$ cat config.mk
export PLATFORM = sky130hd
export DESIGN_NAME = warp_issue_scheduler
export DESIGN_NICKNAME = d
export VERILOG_FILES = /design/src/rtl/warp_issue_scheduler.sv
export SDC_FILE = /design/constraint.sdc
export NUM_CORES = 1
export LEC_CHECK = 0
export CORE_AREA = 2 2 73 75
export DETAILED_ROUTE_END_ITERATION = 6
export DIE_AREA = 0 0 75 77
export DONT_BUFFER_PORTS = 1
export PLACE_DENSITY = 0.77
export SYNTH_ARGS = -nofsm -noshare
export SYNTH_HDL_FRONTEND = slang
export SYNTH_SLANG_ARGS = --single-unit
$ cat constraint.sdc
create_clock -name clk -period 4.1 [get_ports clk]
set_input_delay 0.41 -clock clk [delete_from_list [all_inputs] [get_ports clk]]
set_output_delay 0.41 -clock clk [all_outputs]
set_load 0.01 [all_outputs]
$ cat src/rtl/warp_issue_scheduler.sv
// Round-robin warp issue scheduler: picks one eligible warp per cycle and tracks
// per-warp branch holds and a running issue count.

module warp_lane (
  input  logic clk,
  input  logic rst,
  input  logic warp_active,
  input  logic ibuf_valid,
  input  logic ibuf_is_branch,
  input  logic scb_full,
  input  logic scb_dependent,
  input  logic granted,
  input  logic resolve,
  output logic elig,
  output logic hold
);

  // A branch issuing this cycle outranks a resolve aimed at the same warp.
  always_ff @(posedge clk or posedge rst) begin
    if (rst)                           hold <= 1'b0;
    else if (granted && ibuf_is_branch) hold <= 1'b1;
    else if (resolve)                  hold <= 1'b0;
  end

  assign elig = warp_active & ibuf_valid & ~scb_full & ~scb_dependent & ~hold;

endmodule

module warp_issue_scheduler #(
  parameter int NUM_WARPS     = 8,
  parameter int LOG_NUM_WARPS = $clog2(NUM_WARPS),
  parameter int CNT_W         = 16
) (
  input  logic                     clk,
  input  logic                     rst,
  input  logic [NUM_WARPS-1:0]     ibuf_valid,
  input  logic [NUM_WARPS-1:0]     ibuf_is_branch,
  input  logic [NUM_WARPS-1:0]     warp_active,
  input  logic [NUM_WARPS-1:0]     scb_full,
  input  logic [NUM_WARPS-1:0]     scb_dependent,
  input  logic                     oc_ready,
  input  logic                     branch_resolve_valid,
  input  logic [LOG_NUM_WARPS-1:0] branch_resolve_warp,
  output logic [NUM_WARPS-1:0]     issue_grant,
  output logic                     issue_valid,
  output logic [LOG_NUM_WARPS-1:0] issue_warp_id,
  output logic [NUM_WARPS-1:0]     branch_hold,
  output logic [CNT_W-1:0]         issue_count
);

  logic [NUM_WARPS-1:0]     elig;
  logic [LOG_NUM_WARPS-1:0] rr_ptr;
  logic [LOG_NUM_WARPS-1:0] win;
  logic                     found;
  logic                     grant;
  logic [LOG_NUM_WARPS:0]   idx;

  for (genvar g = 0; g < NUM_WARPS; g++) begin : g_lane
    warp_lane u_lane (
      .clk            (clk),
      .rst            (rst),
      .warp_active    (warp_active[g]),
      .ibuf_valid     (ibuf_valid[g]),
      .ibuf_is_branch (ibuf_is_branch[g]),
      .scb_full       (scb_full[g]),
      .scb_dependent  (scb_dependent[g]),
      .granted        (issue_grant[g]),
      // IDs >= NUM_WARPS match no lane and are therefore ignored.
      .resolve        (branch_resolve_valid && (branch_resolve_warp == LOG_NUM_WARPS'(g))),
      .elig           (elig[g]),
      .hold           (branch_hold[g])
    );
  end

  // Rotating search starting at rr_ptr; idx carries one extra bit so the wrap
  // works for non power-of-two warp counts.
  always_comb begin
    found = 1'b0;
    win   = '0;
    idx   = '0;
    for (int i = 0; i < NUM_WARPS; i++) begin
      idx = {1'b0, rr_ptr} + (LOG_NUM_WARPS+1)'(i);
      if (idx >= (LOG_NUM_WARPS+1)'(NUM_WARPS)) idx = idx - (LOG_NUM_WARPS+1)'(NUM_WARPS);
      if (!found && elig[idx[LOG_NUM_WARPS-1:0]]) begin
        found = 1'b1;
        win   = idx[LOG_NUM_WARPS-1:0];
      end
    end
  end

  assign grant         = oc_ready && found && !rst;
  assign issue_valid   = grant;
  assign issue_warp_id = grant ? win : '0;
  assign issue_grant   = grant ? (NUM_WARPS'(1) << win) : '0;

  always_ff @(posedge clk or posedge rst) begin
    if (rst) begin
      rr_ptr      <= '0;
      issue_count <= '0;
    end else if (grant) begin
      rr_ptr      <= (win == LOG_NUM_WARPS'(NUM_WARPS-1)) ? '0 : win + 1'b1;
      issue_count <= issue_count + 1'b1;
    end
  end

endmodule

==> flow_summary.toml <==
[cts]
cts.path.max_buffers = 2
clkTransAtPathRegs_ns = 0.10
cts_buffers = 3
htreeDepth = 1
cts_sinks = 27
ctsRootBufferMaster = "clkbuf_8"
cts_tree = "built"
postCtsHoldBufs = 0
insertion_delay_ns = 0.27

[sta]
min_period_ns = 4.04
hold_viol = 0
fmax_mhz = 247
max_slew.worst_pin.slew_ns = 0.768
finalWorstSetupSlack_ns = 0.0583
slew_headroom = 0.485
clock_skew_ns = 0.00287
tns_ns = 0
setup_violations = 0
finalCritPeriodShare = 0.986
drv_slew = 0

[yosys]
synth_edf_count = 0
ys_types = 78
syn_avg_cell_area_um2 = 8.71
synth-async-reset-ratio = 1.00
yosys_most_used_dff = "dfrtp_1"
ys.warnings.count = 0
synth_cells = 332
synth_area_mm2 = 0.00289
ys_seq_area_frac = 0.234
ys_ff_latch = 27
synth_nets = 387

[status]
outcome = "completed"

[drt]
dr_wl_met3_um = 788
dr.pass1.iters = 5
vias = 2719
via_per_inst = 6.80
drc = 0
wl_met1_um = 3290
dr.first_iter.drc_count = 386
top_layer_used = "met4"
ant_nets = 0
drt_wl_total_um = 8140
met2WireLength_um = 3900
wl_per_cell_um = 20.3

[final_layout]
final_cell_count_no_fill = 400
area_growth_pct = 10.0
postLayoutCellArea_mm2 = 0.00318
diodes = 0
drive_gt1_frac = 0.233
layout_common_cells = "dfrtp_1, buf_4, nand3_1"
final_common_cell = "dfrtp_1"
nets = 386

[power_and_ir_drop]
power_density_mw_per_mm2 = 845
p_total_uw = 2690
vdd_drop_max_mv = 0.628
leakagePower_uw = 0.00128

[worst_setup_path]
end_kind = "output port"
critPathLaunchType = "flop"
critPathRequiredTime_ns = 3.69
crit_fanout = 5
r2r_setup_slack_ns = 0.42
crit_arrival_ns = 3.63
worst-setup-path-type = "flop to output port"

[placement]
dpl.cell_count = 387
gp_congestion = 0.994
place_hpwl_um = 5970
place_area_mm2 = 0.00292
port_buffers = 0
place_ws_ns = 0.244

[die]
io_pins = 83
die_h_um = 77
fp-row-count = 26
start_util = 0.581
die_w_um = 75
design.core.area_mm2 = 0.00498
dieArea_mm2 = 0.00578

[global_routing]
grt_pass1_wl_um = 12700
grt_max_degree = 34
antenna_found_initial = 0
track_usage = 0.281
grt_pass1_vias = 2592
grt-ovfl-total = 0

[hold_path]
hold_class = "input port to asynchronous set/reset pin"

[run]
drv_cap = 0
-- per-stage QoR --
stage / util / hold slack (ns)
after CTS: 0.605 / 0.0861
final: 0.639 / 0.0764
after detailed placement: 0.586 / 0.391
after global placement: 0.586 / 0.385
after global routing: 0.639 / 0.102
after floorplan: - / 0.471
-- flip-flops by register name, summed over array words and instances (netlist names) --
name	flops
issue_count	16
g_lane.u_lane.hold	8
rr_ptr	3
-- cells in the mapped netlist, drive strengths merged, types with 4 or more instances --
library cell | count | area, um2
nor3 | 9 | 45.0
a21oi | 7 | 38.8
and3 | 11 | 73.8
or3 | 7 | 48.8
buf | 26 | 174
and2 | 13 | 83.8
xnor2 | 15 | 131
dfrtp | 27 | 676
mux4 | 7 | 158
inv | 11 | 41.3
or2 | 4 | 25.0
clkbuf | 5 | 20.0
ha | 8 | 100
o22ai | 5 | 31.3
nor2b | 8 | 50.1
o211ai | 4 | 35.0
nand2b | 4 | 25.0
a2111oi | 4 | 42.5
o21ai | 10 | 50.1
nand4 | 9 | 56.3
nand3 | 22 | 110
a22oi | 5 | 42.5
nand4bb | 4 | 45.0
nand2 | 21 | 78.8
nor2 | 19 | 71.3
-- cell type report --
| type | instances | area (um2) |
|---|---|---|
| Multi-Input combinational cell | 262 | 2120 |
| Fill cell | 390 | 1800 |
| Sequential cell | 27 | 676 |
| Timing Repair Buffer | 25 | 204 |
| Tap cell | 70 | 87.6 |
| Inverter | 12 | 46.3 |
| Clock buffer | 3 | 41.3 |
| Clock inverter | 1 | 7.51 |
-- metal layers --
metal  GRT usage  up-vias
met1       0.409     1275
met2       0.426      177
met5           0        -
met3      0.0407       16
li1            -     1251
met4      0.0893        0
-- logic make-up (layout without fill, tap and decap cells) --
family          after synthesis  in the layout  synth area share
compound gates               82             82             0.235
xor+xnor                     18             18            0.0545
fa+ha+maj                     8              8            0.0346
buf+inv                      43             41            0.0827
flops                        27             27             0.234
mux                          10             10            0.0658
simple gates                144            144             0.294
-- final timing paths --
kind                                                        start                                end  cells past startpoint
worst max-delay path            g_lane[6].u_lane.hold$_DFFE_PP0P_                     issue_grant[7]                     11
worst min-delay path                                          rst        issue_count[15]$_DFFE_PP0P_                      2
worst max register to register  g_lane[6].u_lane.hold$_DFFE_PP0P_  g_lane[7].u_lane.hold$_DFFE_PP0P_                     12
worst min register to register        issue_count[15]$_DFFE_PP0P_        issue_count[15]$_DFFE_PP0P_                      1
max in group asynchronous                                     rst  g_lane[1].u_lane.hold$_DFFE_PP0P_                      2
min in group clk                                ibuf_is_branch[7]  g_lane[7].u_lane.hold$_DFFE_PP0P_                      1
-- power by group --
| group | switching (uW) | total, uW | internal, uW |
|---|---|---|---|
| Sequential | 119 | 454 | 334 |
| Clock | 85.4 | 154 | 68.9 |
| Combinational | 1160 | 2080 | 922 |
-- worst max-delay path, cell delays in order (launching register included) --
cell and delay, ns:
dfrtp_1 0.44, or3b_4 0.44, or3_4 0.41, and2_4 0.17, mux4_2 0.52, and3_4 0.22, a221o_1 0.35, a22oi_2 0.22
inv_2 0.09, ha_4 0.18, ha_4 0.16, and2_4 0.15
-- what timing repair did --
action | CTS | global route
buffers inserted | 3 | 7
setup endpoints to repair | 1 | 4
pin swaps | 1 | 7
gates resized for setup | 3 | 25
No activity file was read; power rests on OpenSTA's default activity.
